## config.mk

```make
export PLATFORM = sky130hd
export DESIGN_NAME = wall_query_arbiter_flat
export DESIGN_NICKNAME = d
export VERILOG_FILES = /design/src/rtl/wall_query_arbiter_pkg.sv /design/src/rtl/wall_query_arbiter_if.sv /design/src/rtl/wall_query_arbiter_rr_arbiter.sv /design/src/rtl/wall_query_arbiter.sv /design/src/flat_wrapper.sv
export SDC_FILE = /design/constraint.sdc
export NUM_CORES = 1
export LEC_CHECK = 0
export BUFFER_PORTS_ARGS = -buffer_cell sky130_fd_sc_hd__buf_2
export CAP_MARGIN = 0
export CORE_AREA = 3 3 97 99
export CTS_CLUSTER_SIZE = 28
export DETAILED_ROUTE_END_ITERATION = 12
export DIE_AREA = 0 0 100 102
export GPL_ROUTABILITY_DRIVEN = 0
export PLACE_DENSITY = 0.79
export SETUP_SLACK_MARGIN = 0.2
export SYNTH_ARGS = -nofsm -noshare
export SYNTH_HDL_FRONTEND = slang
export SYNTH_SLANG_ARGS = --single-unit
```

## constraint.sdc

```tcl
create_clock -name Clk -period 6.7 [get_ports Clk]
set_input_delay 1.005 -clock Clk [delete_from_list [all_inputs] [get_ports Clk]]
set_output_delay 1.005 -clock Clk [all_outputs]
set_load 0.01 [all_outputs]
```

## src/rtl/wall_query_arbiter_pkg.sv

```systemverilog
// wall_query_arbiter_pkg: shared maze types, entity codes and the query range guard
package pacman_pkg;

    typedef enum logic [1:0] {UP = 2'b00, LEFT, DOWN, RIGHT} dir_t;
    typedef enum logic [1:0] {IDLE, LOOKUP, RESP} wq_state_t;

    localparam logic [2:0] ENT_PACMAN = 3'd1;
    localparam logic [2:0] ENT_GHOST  = 3'd3;
    localparam int TILE_PX   = 8;
    localparam int HALF_TILE = TILE_PX / 2;

    // The checker looks at X-4 / X+3, so keep half a tile of margin on every edge
    function automatic logic in_range(input logic [9:0] x, input logic [9:0] y, input int w, input int h);
        logic [10:0] xe = {1'b0, x};
        logic [10:0] ye = {1'b0, y};
        return xe >= 11'(HALF_TILE) && xe <= 11'(w - HALF_TILE)
            && ye >= 11'(HALF_TILE) && ye <= 11'(h - HALF_TILE);
    endfunction

endpackage

```

## src/rtl/wall_query_arbiter_if.sv

```systemverilog
// wall_query_arbiter_if: mover request bus plus wall-checker query bus
interface wall_query_arbiter_if
    import pacman_pkg::*;
#(
    parameter int NUM_ENT = 5
);
    logic [NUM_ENT-1:0]    req;
    logic [NUM_ENT*10-1:0] ent_x;
    logic [NUM_ENT*10-1:0] ent_y;
    logic [NUM_ENT*2-1:0]  ent_dir;
    logic [2:0]            chk_entity;
    logic [9:0]            chk_x;
    logic [9:0]            chk_y;
    dir_t                  chk_dir;
    logic                  chk_allowed;
    logic [NUM_ENT-1:0]    ack;
    logic                  result_allowed;
    logic                  busy;

    modport master (
        output req, ent_x, ent_y, ent_dir, chk_allowed,
        input  chk_entity, chk_x, chk_y, chk_dir, ack, result_allowed, busy
    );

    modport slave (
        input  req, ent_x, ent_y, ent_dir, chk_allowed,
        output chk_entity, chk_x, chk_y, chk_dir, ack, result_allowed, busy
    );
endinterface

```

## src/rtl/wall_query_arbiter_rr_arbiter.sv

```systemverilog
// rr_arbiter: combinational round-robin pick of the first request at or after ptr
module rr_arbiter #(
    parameter  int N  = 5,
    localparam int IW = $clog2(N)
) (
    input  logic [N-1:0]  req,
    input  logic [IW-1:0] ptr,
    output logic [N-1:0]  grant,
    output logic [IW-1:0] idx
);

    function automatic logic [IW-1:0] slot(input logic [IW-1:0] p, input int k);
        int j = int'(p) + k;
        return IW'(j >= N ? j - N : j);
    endfunction

    // Scan farthest-first so the slot closest to ptr overwrites the others
    always_comb begin
        grant = '0;
        idx = '0;
        for (int k = N - 1; k >= 0; k--) begin
            if (req[slot(ptr, k)]) begin
                grant = '0;
                grant[slot(ptr, k)] = 1'b1;
                idx = slot(ptr, k);
            end
        end
    end

endmodule

```

## src/rtl/wall_query_arbiter.sv

```systemverilog
// wall_query_arbiter: round-robin sharing of the single wall checker among the movers
module wall_query_arbiter
    import pacman_pkg::*;
#(
    parameter int NUM_ENT   = 5,
    parameter int MAZE_W_PX = 224,
    parameter int MAZE_H_PX = 248
) (
    input logic Clk,
    input logic Reset,
    wall_query_arbiter_if.slave bus
);

    localparam int IW = $clog2(NUM_ENT);

    wq_state_t          state;
    logic [NUM_ENT-1:0] grant;
    logic [IW-1:0]      win;
    logic [IW-1:0]      idx;
    logic [IW-1:0]      ptr;
    logic [9:0]         xs [NUM_ENT];
    logic [9:0]         ys [NUM_ENT];
    dir_t               ds [NUM_ENT];

    for (genvar g = 0; g < NUM_ENT; g++) begin : g_unpack
        assign xs[g] = bus.ent_x[10*g +: 10];
        assign ys[g] = bus.ent_y[10*g +: 10];
        assign ds[g] = dir_t'(bus.ent_dir[2*g +: 2]);
    end

    rr_arbiter #(.N(NUM_ENT)) u_arb (
        .req  (bus.req),
        .ptr  (ptr),
        .grant(grant),
        .idx  (win)
    );

    // Grant in IDLE, sample the checker in LOOKUP, pulse ack and advance the pointer in RESP
    always_ff @(posedge Clk) begin
        if (Reset) begin
            state <= IDLE;
            idx <= '0;
            ptr <= '0;
            bus.ack <= '0;
            bus.result_allowed <= 1'b0;
            bus.busy <= 1'b0;
            bus.chk_entity <= '0;
            bus.chk_x <= '0;
            bus.chk_y <= '0;
            bus.chk_dir <= UP;
        end else begin
            case (state)
                IDLE: if (|grant) begin
                    idx <= win;
                    bus.busy <= 1'b1;
                    if (in_range(xs[win], ys[win], MAZE_W_PX, MAZE_H_PX)) begin
                        bus.chk_entity <= (win == '0) ? ENT_PACMAN : ENT_GHOST;
                        bus.chk_x <= xs[win];
                        bus.chk_y <= ys[win];
                        bus.chk_dir <= ds[win];
                        state <= LOOKUP;
                    end else begin
                        bus.ack <= grant;
                        bus.result_allowed <= 1'b0;
                        state <= RESP;
                    end
                end
                LOOKUP: begin
                    bus.ack <= bus.req[idx] ? NUM_ENT'(1) << idx : '0;
                    bus.result_allowed <= bus.req[idx] & bus.chk_allowed;
                    state <= RESP;
                end
                default: begin
                    bus.ack <= '0;
                    bus.result_allowed <= 1'b0;
                    bus.busy <= 1'b0;
                    ptr <= (idx == IW'(NUM_ENT - 1)) ? '0 : idx + 1'b1;
                    state <= IDLE;
                end
            endcase
        end
    end

endmodule

```

## src/flat_wrapper.sv

```systemverilog
// flat-port wrapper written by rule: the top's interface ports become plain ports
module wall_query_arbiter_flat import pacman_pkg::*;
#(
    parameter int NUM_ENT   = 5,
    parameter int MAZE_W_PX = 224,
    parameter int MAZE_H_PX = 248
)
  (Clk, Reset, bus_req, bus_ent_x, bus_ent_y, bus_ent_dir, bus_chk_allowed, bus_chk_entity, bus_chk_x, bus_chk_y, bus_chk_dir, bus_ack, bus_result_allowed, bus_busy);
  wall_query_arbiter_if #(.NUM_ENT(NUM_ENT)) bus_i ();
  input logic Clk;
  input logic Reset;
  input wire logic [$bits(bus_i.req)-1:0] bus_req;
  input wire logic [$bits(bus_i.ent_x)-1:0] bus_ent_x;
  input wire logic [$bits(bus_i.ent_y)-1:0] bus_ent_y;
  input wire logic [$bits(bus_i.ent_dir)-1:0] bus_ent_dir;
  input wire logic [$bits(bus_i.chk_allowed)-1:0] bus_chk_allowed;
  output wire logic [$bits(bus_i.chk_entity)-1:0] bus_chk_entity;
  output wire logic [$bits(bus_i.chk_x)-1:0] bus_chk_x;
  output wire logic [$bits(bus_i.chk_y)-1:0] bus_chk_y;
  output wire logic [$bits(bus_i.chk_dir)-1:0] bus_chk_dir;
  output wire logic [$bits(bus_i.ack)-1:0] bus_ack;
  output wire logic [$bits(bus_i.result_allowed)-1:0] bus_result_allowed;
  output wire logic [$bits(bus_i.busy)-1:0] bus_busy;
  assign bus_i.req = bus_req;
  assign bus_i.ent_x = bus_ent_x;
  assign bus_i.ent_y = bus_ent_y;
  assign bus_i.ent_dir = bus_ent_dir;
  assign bus_i.chk_allowed = bus_chk_allowed;
  assign bus_chk_entity = bus_i.chk_entity;
  assign bus_chk_x = bus_i.chk_x;
  assign bus_chk_y = bus_i.chk_y;
  assign bus_chk_dir = bus_i.chk_dir;
  assign bus_ack = bus_i.ack;
  assign bus_result_allowed = bus_i.result_allowed;
  assign bus_busy = bus_i.busy;
  wall_query_arbiter #(.NUM_ENT(NUM_ENT), .MAZE_W_PX(MAZE_W_PX), .MAZE_H_PX(MAZE_H_PX)) u_core (.Clk(Clk), .Reset(Reset), .bus(bus_i));
endmodule
```

==> results of run 1 <==
==> stage by stage <==
| step | setup WS (ps) | util, % | cells | hold WS (ps) |
|---|---|---|---|---|
| after floorplan | 1340 | - | 559 | 455 |
| after global placement | 927 | 58.3 | 792 | 440 |
| after detailed placement | 671 | 58.3 | 792 | 442 |
| after CTS | 636 | 59.3 | 800 | 463 |
| after global routing | 232 | 59.3 | 800 | 482 |
| final | 522 | 59.3 | 800 | 463 |
==> layer usage <==
metal	vias up	global-route usage [%]	routed length [um]
met2	289	48.6	7230
met5	-	0	0
met3	66	4.78	1300
li1	2341	-	-
met4	0	11.8	605
met1	2271	32.9	5540
==> cell families (layout without fill, tap and decap cells) <==
logic type,Yosys count,count (layout),synth area share (%)
compound gates,170,170,30.2
xor+xnor,3,3,0.615
fa+ha+maj,15,15,4.56
buf+inv,61,194,7.61
flops,39,39,18.3
mux,54,54,13.1
other cells,1,1,0.0877
simple gates,216,216,25.6
==> state kept, by name (all words and copies together), names as in the netlist <==
name                       count
u_core.idx                     3
u_core.bus.chk_entity          2
u_core.ptr                     3
u_core.state                   2
u_core.bus.chk_y              10
u_core.bus.busy                1
u_core.bus.chk_dir             2
u_core.bus.chk_x              10
u_core.bus.ack                 5
u_core.bus.result_allowed      1
==> cells in the final DEF (no fill, tap or decap), drive strengths merged, types with 3 or more instances in the layout <==
master,n
nor4,9
o22ai,6
and2,13
nand2,51
xnor2,3
and3,8
a22oi,4
buf,161
mux2i,48
nor2b,11
nor3,11
clkbuf,7
or2,4
o21ai,22
a21oi,39
or4,7
inv,24
or3,6
a31oi,8
o211ai,11
a21o,8
mux2,6
dfxtp,39
o211a,4
nor2,61
o31ai,7
nand2b,14
ha,14
a221oi,4
nand3,13
a211o,4
o32ai,6
a21boi,3
o221ai,5
a211oi,19
==> critical path, cell delays in order, from the launching register on <==
cell      delay (ps)
dfxtp_1          820
inv_1            310
ha_1             500
a21o_1           240
nor4_1            90
or4_1            620
o31ai_4          270
o221ai_2         160
a31oi_4          670
and2_4           300
inv_1             70
o221a_2          270
or4_1            600
a211oi_4         490
buf_4            320
mux2i_1          230
nor2_1            60
==> power by group through the flow <==
stage | logic, W | registers, W | clock network [W]
floorplan | 0.00191 | 0.000352 | 0
global placement | 0.00240 | 0.000345 | 0
detailed placement | 0.00245 | 0.000345 | 0
CTS | 0.00246 | 0.000342 | 0.000157
global route | 0.00270 | 0.000349 | 0.000167
finish | 0.00251 | 0.000343 | 0.000156
==> worst max-delay path by stage <==
stage	slack [ps]	cells past startpoint	to	from
after floorplan	1340	21	u_core.bus.ack[0]$_SDFFE_PP0P_	u_core.ptr[0]$_SDFFE_PP0N_
after global placement	930	16	u_core.bus.chk_x[7]$_SDFFE_PP0P_	u_core.ptr[2]$_SDFFE_PP0N_
after detailed placement	670	16	u_core.bus.chk_x[6]$_SDFFE_PP0P_	u_core.ptr[2]$_SDFFE_PP0N_
after CTS	640	16	u_core.bus.chk_x[6]$_SDFFE_PP0P_	u_core.ptr[2]$_SDFFE_PP0N_
after global routing	230	16	u_core.bus.chk_x[7]$_SDFFE_PP0P_	u_core.ptr[2]$_SDFFE_PP0N_
final	520	16	u_core.bus.chk_x[6]$_SDFFE_PP0P_	u_core.ptr[2]$_SDFFE_PP0N_
==> layout make-up <==
cell class	instances	area, um^2	area share (%)
multi-input combinational	459	3180	62.1
timing repair buffer	161	851	16.6
sequential	39	781	15.2
tap	108	135	2.64
inverter	25	93.8	1.83
clock buffer	7	76.3	1.49
clock inverter	1	5.00	0.0978
==> results.toml, run 1 <==
[critical_path]
regToRegEndpoint = "u_core.bus.chk_x[6]$_SDFFE_PP0P_"
cp-end-kind = "flop"
worstSetupStartpointType = "flop"
critical_path.max_fanout = 23
cp.required_ps = 6860
crit_arrival_ps = 6330
worst-r2r-cell-count = 16
path_class = "reg2reg"
r2r_start = "u_core.ptr[2]$_SDFFE_PP0N_"
rrSetupSlack_ps = 520

[timing]
slew_headroom_pct = 25.1
tns_ps = 0
hold_viol = 0
timing.final.crit_period_ps = 6180
skew_ps = 7.46
rsz0062_at_grt = "no"
setup_viol = 0
worst_pin_slew_ps = 1100
min_period_over_period_pct = 92.2
clock.fmax_mhz = 162
drv_slew = 0

[clocking]
clk_latency_ps = 300
cts_num_sinks = 39
cts.htree.levels = 2
postCtsHoldBufs = 0
cts_buffers = 5
clk_pin_slew_ps = 80
cts_setup_buffers = 0
cts_root_buf = "clkbuf_8"
cts.repair.resized = 0
cts_tree = "done"
cts_max_path_buffers = 2

[synthesis]
async_reset_ff_share_pct = 0
ys_ff_latch = 39
synth_ff_type = "dfxtp_1"
ys_types = 82
yosysMostFrequentCell = "nor2_1"
netlist.top_cell.by_area = "dfxtp_1"
synth_area_um2 = 4280
synth.avg_cell_area_um2 = 7.65
synth_edf_count = 0
syn_inst = 559
ys_warn_count = 0
ys_seq_area_share_pct = 18.3
synth_top_area_share_pct = 18.3
synth_common_cells = "60 x nor2_1, 50 x nand2_1, 47 x mux2i_1, 39 x dfxtp_1, 37 x a21oi_1"
syn-num-nets = 692
yosys-top-cells-area = "dfxtp_1 18%, mux2i_1 11%, nor2_1 5.3%"

[detailed_routing]
drt_iter0_drc = 456
firstDrtPassIters = 5
vias = 4967
routed_wl_um = 14700
remaining_drc_errors = 0
avgViaCountPerCell = 6.21
wl_per_cell_um = 18.4
postRouteAntennaNets = 0

[die]
die_y_um = 102
die_area_um2 = 10200
die_x_um = 100
io_pins = 150
start_util_pct = 49.5
rows = 34
core_area_um2 = 8640

[hold_path]
min_path_cells = 1
holdCritPathClass = "reg2reg"
hold_end = "u_core.bus.chk_x[9]$_SDFFE_PP0P_"
min_from = "u_core.bus.chk_x[9]$_SDFFE_PP0P_"

[global_routing]
grt_first_pass_wirelength_um = 22600
grt_pass1_vias = 4721
grtUsageTotal_pct = 27.5
grt_max_degree = 39
antenna_found_initial = 0
grt_overflow = 0

[finish]
area_growth_pct = 19.7
filler_cell_count = 781
fin_area_um2 = 5120
layout-drive-gt1-share_pct = 28.8
fin_nets = 824
diodes = 0

[pwr]
clockPowerShare_pct = 5.2
switching_share_pct = 55.2
combPwrFrac_pct = 83.4
internal_power_w = 0.00135
total_power_w = 0.00301
ir_drop_uv = 400
cellPowerDensity_nw_per_um2 = 587
p_switching_w = 0.00166
p_leak_nw = 2.34
pwr-share-seq_pct = 11.4

[run]
cap_violations = 0

[run_status]
status = "finished, final reports clean"

[placed_design]
hpwl_um = 11700
place_area_um2 = 5040
portBuffers = 148
Power figures use the tool's default switching activity.
==> run 2, diff against run 1 <==
--- a/config.mk
+++ b/config.mk
@@ -7,12 +7,11 @@
 export LEC_CHECK = 0
 export BUFFER_PORTS_ARGS = -buffer_cell sky130_fd_sc_hd__buf_2
 export CAP_MARGIN = 0
-export CORE_AREA = 3 3 97 99
+export CORE_AREA = 3 3 124 126
 export CTS_CLUSTER_SIZE = 28
 export DETAILED_ROUTE_END_ITERATION = 12
-export DIE_AREA = 0 0 100 102
+export DIE_AREA = 0 0 127 129
 export GPL_ROUTABILITY_DRIVEN = 0
-export PLACE_DENSITY = 0.79
 export SETUP_SLACK_MARGIN = 0.2
 export SYNTH_ARGS = -nofsm -noshare
 export SYNTH_HDL_FRONTEND = slang
==> run 2 against run 1 <==
Critical path depth is the same. Final cell count grew 9.3%. Combinational power is essentially flat. Total power grew 2.3%. Sequential cell count is the same. Final area grew 2.9%. Maximum frequency grew 5.4%. Non-clock buffer count shrank 2. Routed wire length grew 4.0%. Worst hold slack lost 4.0 ps. Clock-buffer cell count shrank 2. Clock power grew 54%. Critical path type unchanged.
==> results.toml, run 2 (synthesis gave the netlist of run 1 again) <==
[placed_design]
dp.cells = 866
place_area_um2 = 5120
dp_slack_ps = 915
hpwl_um = 12300
portBuffers = 148

[clocking]
clk_latency_ps = 280
cts_setup_buffers = 0
cts.repair.resized = 0
cts_max_path_buffers = 2
cts_buffers = 5
postCtsHoldBufs = 0
cts_tree = "done"
cts_num_sinks = 39
cts.htree.levels = 2
clk_pin_slew_ps = 60
cts_root_buf = "clkbuf_16"

[pwr]
clockPowerShare_pct = 7.8
internal_power_w = 0.00140
p_leak_nw = 2.35
cellPowerDensity_nw_per_um2 = 584
ir_drop_uv = 240
combPwrFrac_pct = 81.3
pwr-share-seq_pct = 10.9
switching_share_pct = 54.4
total_power_w = 0.00307
p_switching_w = 0.00167

[finish]
layout-drive-gt1-share_pct = 28.8
fin_area_um2 = 5270
stdcell_count = 874
reg.largest.list = "u_core.bus.chk_x x10, u_core.bus.chk_y x10, u_core.bus.ack x5"
diodes = 0
area_growth_pct = 23.2
final_cell_mix = "148 x buf_2, 60 x nor2_1, 50 x nand2_1"
filler_cell_count = 1542
final_common_cell = "buf_2"
fin_nets = 822

[timing]
drv_slew = 0
clock.fmax_mhz = 171
final.setup.worst_slack_ps = 841
hold_viol = 0
timing.final.crit_period_ps = 5860
worst_pin_slew_ps = 1060
min_period_over_period_pct = 87.4
slew_headroom_pct = 27.8
tns_ps = 0
skew_ps = 5.85
rsz0062_at_grt = "no"
setup_viol = 0

[critical_path]
rrSetupSlack_ps = 840
path_class = "reg2reg"
cp-end-kind = "flop"
worst-r2r-cell-count = 16
worstSetupStartpointType = "flop"
r2r_start = "u_core.ptr[2]$_SDFFE_PP0N_"
regToRegEndpoint = "u_core.bus.chk_x[4]$_SDFFE_PP0P_"
critical_path.max_fanout = 25
cp.required_ps = 6920
crit_arrival_ps = 6080

[detailed_routing]
drt_iter0_drc = 386
avgViaCountPerCell = 5.48
vias = 4786
postRouteAntennaNets = 0
routed_wl_um = 15300
remaining_drc_errors = 0
firstDrtPassIters = 5
wl_per_cell_um = 17.5

[die]
core_area_um2 = 14400
die_y_um = 129
start_util_pct = 29.6
rows = 44
die_area_um2 = 16400
die_x_um = 127
io_pins = 150

[global_routing]
antenna_found_initial = 0
grt_overflow = 0
grt_pass1_vias = 4400
grt_first_pass_wirelength_um = 23700
grtUsageTotal_pct = 17.6
grt_max_degree = 39

[run]
cap_violations = 0

[hold_path]
min_path_cells = 1
holdCritPathClass = "reg2reg"
min_from = "u_core.bus.chk_y[8]$_SDFFE_PP0P_"
hold_end = "u_core.bus.chk_y[8]$_SDFFE_PP0P_"

[run_status]
status = "finished, final reports clean"
[run 2: changes by cell type in the layout (fill, tap and decap cells not counted)]
cell	delta
clkbuf_16	+5
clkinvlp_4	+2
clkbuf_8	-5
buf_4	-2
inv_6	+1
clkinv_2	-1
clkbuf_1	-2
[run 2: cell type report]
cell class | instances | area [um^2] | share of cell area, %
clock buffers | 5 | 125 | 2.38
repair buffers | 159 | 836 | 15.9
well taps | 184 | 230 | 4.37
inverters | 25 | 93.8 | 1.78
clock inverters | 3 | 23.8 | 0.451
multi-input cells | 459 | 3180 | 60.3
flip-flops and latches | 39 | 781 | 14.8
[run 2: worst max-delay path by stage]
stage                                from  cells after the start                               end  slack, ps
2_1_floorplan  u_core.ptr[0]$_SDFFE_PP0N_                     21    u_core.bus.ack[0]$_SDFFE_PP0P_       1340
3_3_place_gp   u_core.ptr[0]$_SDFFE_PP0N_                     18  u_core.bus.chk_x[7]$_SDFFE_PP0P_       1030
3_5_place_dp   u_core.ptr[2]$_SDFFE_PP0N_                     16  u_core.bus.chk_x[4]$_SDFFE_PP0P_        920
4_1_cts        u_core.ptr[2]$_SDFFE_PP0N_                     16  u_core.bus.chk_x[4]$_SDFFE_PP0P_        870
5_1_grt        u_core.ptr[0]$_SDFFE_PP0N_                     18  u_core.bus.chk_x[4]$_SDFFE_PP0P_        360
6_report       u_core.ptr[2]$_SDFFE_PP0N_                     16  u_core.bus.chk_x[4]$_SDFFE_PP0P_        840
[run 2: metrics by stage]
stage	hold WS [ps]	util [%]
floorplan	455	-
global placement	439	35.5
detailed placement	442	35.5
CTS	461	36.5
global route	493	36.5
finish	459	36.5
[run 2: metal layers]
| metal | up-vias | routed length, um | global-route usage, % |
|---|---|---|---|
| met5 | - | 0 | 0 |
| met4 | 0 | 265 | 4.67 |
| met3 | 21 | 850 | 1.78 |
| met2 | 178 | 7030 | 27.6 |
| met1 | 2245 | 7120 | 25.8 |
| li1 | 2342 | - | - |
[run 2: power by group through the flow]
stage / clock (W) / combinational [W] / sequential [W]
after floorplan: 0 / 0.00191 / 0.000352
after global placement: 0 / 0.00247 / 0.000340
after detailed placement: 0 / 0.00246 / 0.000340
after CTS: 0.000244 / 0.00247 / 0.000335
after global routing: 0.000254 / 0.00275 / 0.000343
final: 0.000240 / 0.00250 / 0.000336
[run 2: worst max-delay path, stage by stage (launching register included)]
cell and delay (ps):
dfxtp_1 400, buf_4 230, ha_1 290, a221oi_4 430, mux2i_1 420, mux2i_1 280, a22oi_1 140, and2_1 260
o41a_1 640, nand2_8 260, mux2_2 360, o221a_2 270, or4_1 600, a211oi_4 350, buf_4 380, mux2_1 360
nor2_1 90
